### src/rtl/dino_pkg.sv
// rtl/dino_pkg.sv - shared dino game types, FSM encodings and geometry defaults
package dino_pkg;

  typedef enum logic [1:0] {
    IDLE = 2'd0,
    RUN  = 2'd1,
    OVER = 2'd2
  } game_state_e;

  typedef enum logic {
    OBS_CACTUS = 1'b0,
    OBS_BIRD   = 1'b1
  } obs_kind_e;

  localparam logic [7:0]  SCREEN_R_D     = 8'd159;
  localparam logic [7:0]  PLAYER_X_D     = 8'd16;
  localparam logic [7:0]  PLAYER_W_D     = 8'd8;
  localparam logic [7:0]  PLAYER_H_D     = 8'd16;
  localparam logic [7:0]  PLAYER_DH_D    = 8'd8;
  localparam logic [7:0]  CACTUS_W_D     = 8'd6;
  localparam logic [7:0]  CACTUS_H_D     = 8'd12;
  localparam logic [7:0]  BIRD_W_D       = 8'd10;
  localparam logic [7:0]  BIRD_Y_D       = 8'd10;
  localparam logic [7:0]  BIRD_H_D       = 8'd6;
  localparam logic [5:0]  MIN_GAP_D      = 6'd24;
  localparam logic [2:0]  SPEED_INIT_D   = 3'd1;
  localparam logic [2:0]  SPEED_MAX_D    = 3'd6;
  localparam logic [9:0]  SPEED_PERIOD_D = 10'd600;
  localparam logic [15:0] LFSR_SEED_D    = 16'hACE1;

  // Right-shifting Galois LFSR, taps 16,14,13,11; a nonzero state never maps to zero.
  function automatic logic [15:0] lfsr_next(input logic [15:0] cur);
    return {1'b0, cur[15:1]} ^ (cur[0] ? 16'hB400 : 16'h0000);
  endfunction

endpackage

### src/rtl/obstacle_slot.sv
// rtl/obstacle_slot.sv - one obstacle slot: scroll, retire, load and player-overlap term
module obstacle_slot
  import dino_pkg::*;
#(
  parameter logic [7:0] SCREEN_R  = SCREEN_R_D,
  parameter logic [7:0] PLAYER_X  = PLAYER_X_D,
  parameter logic [7:0] PLAYER_W  = PLAYER_W_D,
  parameter logic [7:0] PLAYER_H  = PLAYER_H_D,
  parameter logic [7:0] PLAYER_DH = PLAYER_DH_D,
  parameter logic [7:0] CACTUS_W  = CACTUS_W_D,
  parameter logic [7:0] CACTUS_H  = CACTUS_H_D,
  parameter logic [7:0] BIRD_W    = BIRD_W_D,
  parameter logic [7:0] BIRD_Y    = BIRD_Y_D,
  parameter logic [7:0] BIRD_H    = BIRD_H_D
) (
  input  logic       clk,
  input  logic       rst_n,
  input  logic       clear_i,
  input  logic       scroll_i,
  input  logic       load_i,
  input  logic       load_type_i,
  input  logic [2:0] speed_i,
  input  logic [7:0] player_pos_i,
  input  logic       ducking_i,
  output logic       valid_o,
  output logic       type_o,
  output logic [7:0] x_o,
  output logic       free_o,
  output logic       hit_o
);

  logic       valid_q, valid_d;
  logic       type_q, type_d;
  logic [7:0] x_q, x_d;
  logic       retire;
  logic [8:0] obs_w, obs_y_lo, obs_y_hi, ply_y_hi;
  logic       x_ov, y_ov;

  // A slot that would scroll past the left edge is dropped rather than wrapped.
  assign retire = scroll_i && valid_q && (x_q < {5'd0, speed_i});
  assign free_o = !valid_q || retire;

  // Slot next state: clear beats load, load beats retire/scroll.
  always_comb begin
    valid_d = valid_q;
    type_d  = type_q;
    x_d     = x_q;
    if (clear_i) begin
      valid_d = 1'b0;
      type_d  = OBS_CACTUS;
      x_d     = 8'd0;
    end else if (load_i) begin
      valid_d = 1'b1;
      type_d  = load_type_i;
      x_d     = SCREEN_R;
    end else if (retire) begin
      valid_d = 1'b0;
    end else if (scroll_i && valid_q) begin
      x_d = x_q - {5'd0, speed_i};
    end
  end

  // Slot registers.
  always_ff @(posedge clk or negedge rst_n) begin
    if (!rst_n) begin
      valid_q <= 1'b0;
      type_q  <= OBS_CACTUS;
      x_q     <= 8'd0;
    end else begin
      valid_q <= valid_d;
      type_q  <= type_d;
      x_q     <= x_d;
    end
  end

  // Half-open box overlap in 9 bits so right/top edges cannot overflow.
  assign obs_w    = type_q ? {1'b0, BIRD_W} : {1'b0, CACTUS_W};
  assign obs_y_lo = type_q ? {1'b0, BIRD_Y} : 9'd0;
  assign obs_y_hi = type_q ? ({1'b0, BIRD_Y} + {1'b0, BIRD_H}) : {1'b0, CACTUS_H};
  assign ply_y_hi = {1'b0, player_pos_i} + (ducking_i ? {1'b0, PLAYER_DH} : {1'b0, PLAYER_H});
  assign x_ov     = ({1'b0, PLAYER_X} < ({1'b0, x_q} + obs_w)) &&
                    ({1'b0, x_q} < ({1'b0, PLAYER_X} + {1'b0, PLAYER_W}));
  assign y_ov     = ({1'b0, player_pos_i} < obs_y_hi) && (obs_y_lo < ply_y_hi);
  assign hit_o    = valid_q && x_ov && y_ov;

  assign valid_o = valid_q;
  assign type_o  = type_q;
  assign x_o     = x_q;

endmodule

### src/rtl/obstacle_controller.sv
// rtl/obstacle_controller.sv - obstacle spawn/scroll/retire, speed ramp and crash detection
module obstacle_controller
  import dino_pkg::*;
#(
  parameter int          NUM_OBS      = 2,
  parameter logic [7:0]  SCREEN_R     = SCREEN_R_D,
  parameter logic [7:0]  PLAYER_X     = PLAYER_X_D,
  parameter logic [7:0]  PLAYER_W     = PLAYER_W_D,
  parameter logic [7:0]  PLAYER_H     = PLAYER_H_D,
  parameter logic [7:0]  PLAYER_DH    = PLAYER_DH_D,
  parameter logic [7:0]  CACTUS_W     = CACTUS_W_D,
  parameter logic [7:0]  CACTUS_H     = CACTUS_H_D,
  parameter logic [7:0]  BIRD_W       = BIRD_W_D,
  parameter logic [7:0]  BIRD_Y       = BIRD_Y_D,
  parameter logic [7:0]  BIRD_H       = BIRD_H_D,
  parameter logic [5:0]  MIN_GAP      = MIN_GAP_D,
  parameter logic [2:0]  SPEED_INIT   = SPEED_INIT_D,
  parameter logic [2:0]  SPEED_MAX    = SPEED_MAX_D,
  parameter logic [9:0]  SPEED_PERIOD = SPEED_PERIOD_D,
  parameter logic [15:0] LFSR_SEED    = LFSR_SEED_D
) (
  input  logic                   clk,
  input  logic                   rst_n,
  input  logic [1:0]             game_tick,
  input  logic                   game_start_pulse,
  input  logic                   game_over_pulse,
  input  logic [7:0]             player_position,
  input  logic                   ducking,
  output logic                   crash,
  output logic [NUM_OBS-1:0]     obs_valid,
  output logic [NUM_OBS-1:0]     obs_type,
  output logic [8*NUM_OBS-1:0]   obs_x,
  output logic [2:0]             speed
);

  game_state_e        state_q, state_d;
  logic               run;
  logic [15:0]        lfsr_q;
  logic [5:0]         gap_q, gap_d, gap_dec;
  logic [9:0]         fcnt_q, fcnt_d;
  logic [2:0]         speed_q, speed_d;
  logic               crash_q, crash_d;
  logic               scroll, spawn_en;
  logic [NUM_OBS-1:0] free, load, hit;

  // FSM state register.
  always_ff @(posedge clk or negedge rst_n) begin
    if (!rst_n) state_q <= IDLE;
    else        state_q <= state_d;
  end

  // FSM next state: a start pulse always (re)enters RUN and beats game over.
  always_comb begin
    state_d = state_q;
    if (game_start_pulse)                         state_d = RUN;
    else if (state_q == RUN && game_over_pulse)   state_d = OVER;
  end

  // FSM outputs: the world only moves in RUN.
  always_comb begin
    run = (state_q == RUN);
  end

  assign scroll  = run && game_tick[0];
  assign gap_dec = (gap_q == 6'd0) ? 6'd0 : gap_q - 6'd1;
  assign spawn_en = scroll && (gap_dec == 6'd0) && lfsr_q[0];

  // Lowest free slot takes the spawn; a slot retiring this tick counts as free.
  always_comb begin
    logic taken;
    taken = 1'b0;
    load  = '0;
    for (int i = 0; i < NUM_OBS; i++) begin
      if (spawn_en && free[i] && !taken) begin
        load[i] = 1'b1;
        taken   = 1'b1;
      end
    end
  end

  // Gap, speed ramp and crash next state.
  always_comb begin
    gap_d   = gap_q;
    fcnt_d  = fcnt_q;
    speed_d = speed_q;
    crash_d = crash_q;
    if (game_start_pulse) begin
      gap_d   = MIN_GAP;
      fcnt_d  = 10'd0;
      speed_d = SPEED_INIT;
      crash_d = 1'b0;
    end else begin
      if (scroll) begin
        gap_d = (|load) ? (MIN_GAP + {1'b0, lfsr_q[7:3]}) : gap_dec;
        if (fcnt_q == SPEED_PERIOD - 10'd1) begin
          fcnt_d  = 10'd0;
          speed_d = (speed_q >= SPEED_MAX) ? SPEED_MAX : speed_q + 3'd1;
        end else begin
          fcnt_d = fcnt_q + 10'd1;
        end
      end
      if (run && game_tick[1]) crash_d = |hit;
    end
  end

  // Counter, LFSR and crash registers; the LFSR free-runs in every state.
  always_ff @(posedge clk or negedge rst_n) begin
    if (!rst_n) begin
      lfsr_q  <= LFSR_SEED;
      gap_q   <= MIN_GAP;
      fcnt_q  <= 10'd0;
      speed_q <= SPEED_INIT;
      crash_q <= 1'b0;
    end else begin
      lfsr_q  <= lfsr_next(lfsr_q);
      gap_q   <= gap_d;
      fcnt_q  <= fcnt_d;
      speed_q <= speed_d;
      crash_q <= crash_d;
    end
  end

  for (genvar g = 0; g < NUM_OBS; g++) begin : g_slot
    obstacle_slot #(
      .SCREEN_R (SCREEN_R),  .PLAYER_X (PLAYER_X),  .PLAYER_W (PLAYER_W),
      .PLAYER_H (PLAYER_H),  .PLAYER_DH(PLAYER_DH), .CACTUS_W (CACTUS_W),
      .CACTUS_H (CACTUS_H),  .BIRD_W   (BIRD_W),    .BIRD_Y   (BIRD_Y),
      .BIRD_H   (BIRD_H)
    ) u_slot (
      .clk         (clk),
      .rst_n       (rst_n),
      .clear_i     (game_start_pulse),
      .scroll_i    (scroll),
      .load_i      (load[g]),
      .load_type_i (lfsr_q[1] & lfsr_q[2]),
      .speed_i     (speed_q),
      .player_pos_i(player_position),
      .ducking_i   (ducking),
      .valid_o     (obs_valid[g]),
      .type_o      (obs_type[g]),
      .x_o         (obs_x[8*g +: 8]),
      .free_o      (free[g]),
      .hit_o       (hit[g])
    );
  end

  assign crash = crash_q;
  assign speed = speed_q;

endmodule

### config.mk
export PLATFORM = sky130hd
export DESIGN_NAME = obstacle_controller
export DESIGN_NICKNAME = d
export VERILOG_FILES = /design/src/rtl/dino_pkg.sv /design/src/rtl/obstacle_slot.sv /design/src/rtl/obstacle_controller.sv
export SDC_FILE = /design/constraint.sdc
export NUM_CORES = 1
export LEC_CHECK = 0
export CAP_MARGIN = 30
export CELL_PAD_IN_SITES_DETAIL_PLACEMENT = 0
export CELL_PAD_IN_SITES_GLOBAL_PLACEMENT = 1
export CORE_MARGIN = 1
export CORE_UTILIZATION = 40
export DETAILED_ROUTE_END_ITERATION = 6
export PLACE_DENSITY_LB_ADDON = 0.1
export SKIP_LAST_GASP = 1
export SLEW_MARGIN = 15
export SYNTH_ARGS = -nofsm -noshare
export SYNTH_HDL_FRONTEND = slang
export SYNTH_HIERARCHICAL = 1
export SYNTH_SLANG_ARGS = --single-unit
### constraint.sdc
create_clock -name clk -period 2.6 [get_ports clk]
set_input_delay 0.52 -clock clk [delete_from_list [all_inputs] [get_ports clk]]
set_output_delay 0.52 -clock clk [all_outputs]
set_load 0.03 [all_outputs]
==> summary by stage <==
Logic synthesis
The total standard cell area after synthesis is 0.003610 sq mm. Synthesis produced a netlist with a net count of around 420. The count of flip-flops with a built-in enable after synthesis is 0. The most common flop cell mapped by yosys is sky130_fd_sc_hd__dfrtp_1. The post-synthesis sequential area ratio is between 40% and 50%.

The share of flip-flops with an asynchronous set or reset is 100.0%. In this run the biggest area consumer among cell types represents about a third of the synthesized area. The largest area contributor in the synthesized netlist is sky130_fd_sc_hd__dfrtp_1. In the post-synthesis netlist, the biggest area contributors are sky130_fd_sc_hd__dfrtp_1, sky130_fd_sc_hd__ha_1, sky130_fd_sc_hd__dfstp_2. The distinct cell type count after synthesis is 56. After synthesis the netlist holds a flip-flop and latch count of 58.

The per-instance average area after synthesis is around 9.7 sq um. The total of warnings raised by yosys is 6. Synthesis produced a netlist whose cell count is around 370.

Floorplan
From bottom edge to top edge, the die measures 97.00 microns. For this configuration, the core starts out at a cell density of around two fifths. The core area is 0.008721 sq mm. 39 I/O pins were placed. The die is approximately 97 microns wide. The die covers ~0.0094 sq mm. The floorplan has 34 rows.

Power and ir drop
The leakage dissipation is 1.991 nW. The cell-internal power is approximately 0.0016 W. The maximum VDD drop is between 0.3 and 0.4 mV.

In this run the power spent charging and discharging nets is roughly 0.00050 W. Of the total power, combinational logic draws ~10%. The share of power burned in the clock network is approximately 45%. Dividing total power by cell area gives a power density of around 460 mW/mm^2. Net switching is roughly 24% of the power. The sequential share of power is 45.0%.

Placed design
In this run the tool buffered the top-level ports with 38 buffer cells. Detailed placement finished with a half-perimeter wire length of about 6.3 mm. The placer congestion estimate is a little over 0.8. The worst-case setup slack after placement is -0.007915 ns.

Critical path
At the worst endpoint, the required time is between 2 and 3 ns. Data on the critical path arrives at its endpoint at 2.75 ns. The slowest cell on the critical path is sky130_fd_sc_hd__dfstp_2. The number of buffers and inverters on the critical path is 0. Traced cell by cell, the critical path runs through ha_2, fa_2, nand2b_4, nand4_1, nand2_2, o2111ai_1, a2111oi_4, nand3_1, a21oi_1.

The cell count of the worst reg-to-reg path is 9. The critical path starts at speed[0]. In this run the worst path has a maximum fanout of 6.

The critical path in this run is classified as register to register. In this design, the stage delay of the slowest critical-path cell is between 0.6 and 0.7 ns. The kind of cell adding the most delay to the critical path is compound AO/OA/AOI/OAI gates. The critical path launch point type is a register. The kind of capture point of the worst setup path is a register. The capture point of the worst path is gap_q[3]. The register-to-register setup slack is between 0.1 and 0.15 ns. The source of the worst register-to-register timing path is speed[0].

In this run the critical register-to-register path is captured at gap_q[3]. The number of logic stages on the critical path including buffering is 9.

Drt
The final routed wire length divided by cell count is roughly 15 microns. The number of nets with antenna violations after routing is 0. Summing over every cut layer, the via total after detailed routing is roughly 2900. The first detailed-routing pass took 4 iterations. The total length of routed wires is 8.367 mm. The detailed-route DRC error count is 0. The via density per instance is between 5 and 6. The iteration-0 DRC count of the detailed router is 85.

STA
The sum of negative setup slack is 0 ns. The maximum achievable frequency is 402.5 MHz. The number of max-slew violations in the final report is 0. The minimum clock period after layout is around 2.5 ns.

Setup slack on the critical path of the routed design comes to 0.1158 ns. The number of hold violations in the final report is 0. After layout, the worst path uses ~96% of the clock period. The clock skew after layout is approximately 0.0084 ns.

For the pin with the worst max-slew slack, the measured transition is approximately 0.57 ns. Setup violations remaining at the end of the flow were counted as 0. In this run the tightest slew margin relative to its limit is about three fifths.

Clocking
The number of buffers on the longest clock path is 2. CTS placed an instance of sky130_fd_sc_hd__clkbuf_8 at the clock tree root. In this run the number of H-tree levels came out at 3.

In this run, CTS created clock tree buffers numbering 9. The clock sink count is 58. Clock-pin slew was measured on the worst setup and hold paths at ~0.070 ns. The clock latency of the later-clocked register in the worst-skew pair is between 0.3 and 0.4 ns.

The TritonCTS clock tree is built.

Layout
The most common cell after layout, fill and taps aside is sky130_fd_sc_hd__dfrtp_1. The number of nets at the end of the flow is 480. Of the cells placed in the final design, the portion with a size suffix greater than 1 is between 15 and 20%. The area growth from synthesis to final layout is 24.54%. The count of antenna diodes in the layout is 0. In the layout the commonest cells are sky130_fd_sc_hd__dfrtp_1, sky130_fd_sc_hd__clkdlybuf4s50_1, sky130_fd_sc_hd__inv_1.

Worst hold path
The min-delay analysis places its worst path in the category input pin to async pin.

GRT
The initial antenna violation count is 0. The via count of the first global-routing pass was about 2900. The global-route total usage across every layer is between 15 and 20%. The maximum number of pins on one net before global-route repair is 37. The first global-routing pass estimated 14.39 mm of wire. The overall overflow remaining after global route is 0.

Flow run
The max-capacitance violation count is 0.

Run status
The flow ran to the end, and the final reports show no timing, DRC or antenna violations.
==> flip-flops by register name, summed over array words and instances (netlist names) <==
register               count
crash                      1
g_slot.u_slot/valid_o      2
gap_q                      6
fcnt_q                    10
speed                      3
g_slot.u_slot/x_o         16
state_q                    2
lfsr_q                    16
g_slot.u_slot/type_o       2
==> what timing repair did <==
item	CTS	global route
setup buffers	0	2
hold buffers	0	0
resized for setup	0	6
endpoints found under the setup margin	0	2
==> per-layer routing <==
layer  wire length (microns)  share of wire [%]  global-route usage (%)  up-vias
met5                       0                  0                       0        -
met4                     119                1.4                   6.544        0
met3                     240                2.9                   3.902       12
met2                    4001                 48                   30.93       42
met1                    4004                 48                   25.90     1406
li1                        -                  -                       -     1470
==> through the flow <==
step | cell area, sq um | total power (W) | util, % | cells | hold WS, ns
after global routing | 4496 | 0.002187 | 51.55 | 546 | 0.1834
after global placement | 4237 | 0.001164 | 48.58 | 528 | 0.3349
after detailed placement | 4237 | 0.001167 | 48.58 | 528 | 0.3406
after CTS | 4456 | 0.002114 | 51.09 | 544 | 0.1566
final | 4496 | 0.002079 | 51.55 | 546 | 0.1434
after floorplan | 3610 | 0.001074 | - | 372 | 0.2244
==> worst reg2reg max path, stage by stage, from the launching register on <==
cell                        delay, ns
sky130_fd_sc_hd__dfstp_2         0.61
sky130_fd_sc_hd__ha_2            0.23
sky130_fd_sc_hd__fa_2            0.23
sky130_fd_sc_hd__nand2b_4        0.14
sky130_fd_sc_hd__nand4_1         0.10
sky130_fd_sc_hd__nand2_2         0.13
sky130_fd_sc_hd__o2111ai_1       0.18
sky130_fd_sc_hd__a2111oi_4       0.46
sky130_fd_sc_hd__nand3_1         0.16
sky130_fd_sc_hd__a21oi_1         0.17
==> worst min path at each step <==
stage | from | to | slack (ns) | cells after the start
after floorplan | rst_n | crash | 0.22 | 0
after global placement | lfsr_q[12] | lfsr_q[11] | 0.33 | 0
after detailed placement | lfsr_q[8] | lfsr_q[7] | 0.34 | 0
after CTS | rst_n | g_slot[1].u_slot/x_o[3] | 0.16 | 1
after global routing | rst_n | g_slot[1].u_slot/x_o[3] | 0.18 | 1
final | rst_n | g_slot[1].u_slot/x_o[3] | 0.14 | 1
==> logic make-up (layout without fill, tap and decap cells) <==
| family | count (synthesis) | after routing | share of synthesized area [%] |
|---|---|---|---|
| DFF | 58 | 58 | 40.59 |
| muxes | 9 | 9 | 2.496 |
| adders and majority gates | 32 | 32 | 11.92 |
| and+or+nand+nor | 134 | 134 | 20.90 |
| xor gates and xnor gates | 13 | 13 | 3.154 |
| buffers and inverters | 48 | 114 | 5.442 |
| AOI/OAI and AO/OA | 78 | 78 | 15.49 |
==> power by group through the flow <==
| stage | registers, W | clock network [W] | logic (W) |
|---|---|---|---|
| 3_3_place_gp | 0.000951 | 0 | 0.000213 |
| 4_1_cts | 0.000935 | 0.000962 | 0.000216 |
| 3_5_place_dp | 0.000952 | 0 | 0.000215 |
| 5_1_grt | 0.000937 | 0.00101 | 0.000243 |
| 2_1_floorplan | 0.000945 | 0 | 0.000129 |
| 6_report | 0.000936 | 0.000929 | 0.000214 |
==> Yosys cell counts, types with 2 or more instances <==
| master | n |
|---|---|
| sky130_fd_sc_hd__inv_1 | 36 |
| sky130_fd_sc_hd__xor2_1 | 12 |
| sky130_fd_sc_hd__or3_4 | 2 |
| sky130_fd_sc_hd__or3_1 | 2 |
| sky130_fd_sc_hd__and3_1 | 4 |
| sky130_fd_sc_hd__nand3b_1 | 5 |
| sky130_fd_sc_hd__nand2b_1 | 7 |
| sky130_fd_sc_hd__buf_6 | 2 |
| sky130_fd_sc_hd__o311a_1 | 2 |
| sky130_fd_sc_hd__and3_2 | 2 |
| sky130_fd_sc_hd__mux2i_1 | 9 |
| sky130_fd_sc_hd__a21o_1 | 5 |
| sky130_fd_sc_hd__a211oi_1 | 4 |
| sky130_fd_sc_hd__a31o_2 | 3 |
| sky130_fd_sc_hd__or4_1 | 8 |
| sky130_fd_sc_hd__nand2_1 | 19 |
| sky130_fd_sc_hd__a2111oi_0 | 2 |
| sky130_fd_sc_hd__a31oi_1 | 12 |
| sky130_fd_sc_hd__and2_1 | 3 |
| sky130_fd_sc_hd__dfstp_2 | 11 |
| sky130_fd_sc_hd__a311oi_1 | 6 |
| sky130_fd_sc_hd__fa_1 | 4 |
| sky130_fd_sc_hd__dfrtp_1 | 47 |
| sky130_fd_sc_hd__ha_1 | 28 |
| sky130_fd_sc_hd__nor2_1 | 26 |
| sky130_fd_sc_hd__nor4_1 | 9 |
| sky130_fd_sc_hd__nand3_1 | 9 |
| sky130_fd_sc_hd__nor3_1 | 14 |
| sky130_fd_sc_hd__o21bai_1 | 3 |
| sky130_fd_sc_hd__nor2b_1 | 8 |
| sky130_fd_sc_hd__o21ai_0 | 5 |
| sky130_fd_sc_hd__o21a_1 | 2 |
| sky130_fd_sc_hd__o31ai_1 | 4 |
| sky130_fd_sc_hd__a21oi_1 | 19 |
| sky130_fd_sc_hd__o22ai_1 | 3 |
| sky130_fd_sc_hd__a22oi_1 | 2 |
| sky130_fd_sc_hd__and4_1 | 2 |
| sky130_fd_sc_hd__clkbuf_1 | 8 |
| sky130_fd_sc_hd__nand4_1 | 6 |
==> area by class of cell <==
cell class                 instances  area [sq um]
sequential                        58          1465
clock buffer                      11         141.4
inverter                          36         135.1
clock inverter                     5         77.57
tap                              108         135.1
fill                             807          4225
timing repair buffer              62         568.0
multi-input combinational        266          1973
Power figures use the tool's default switching activity.
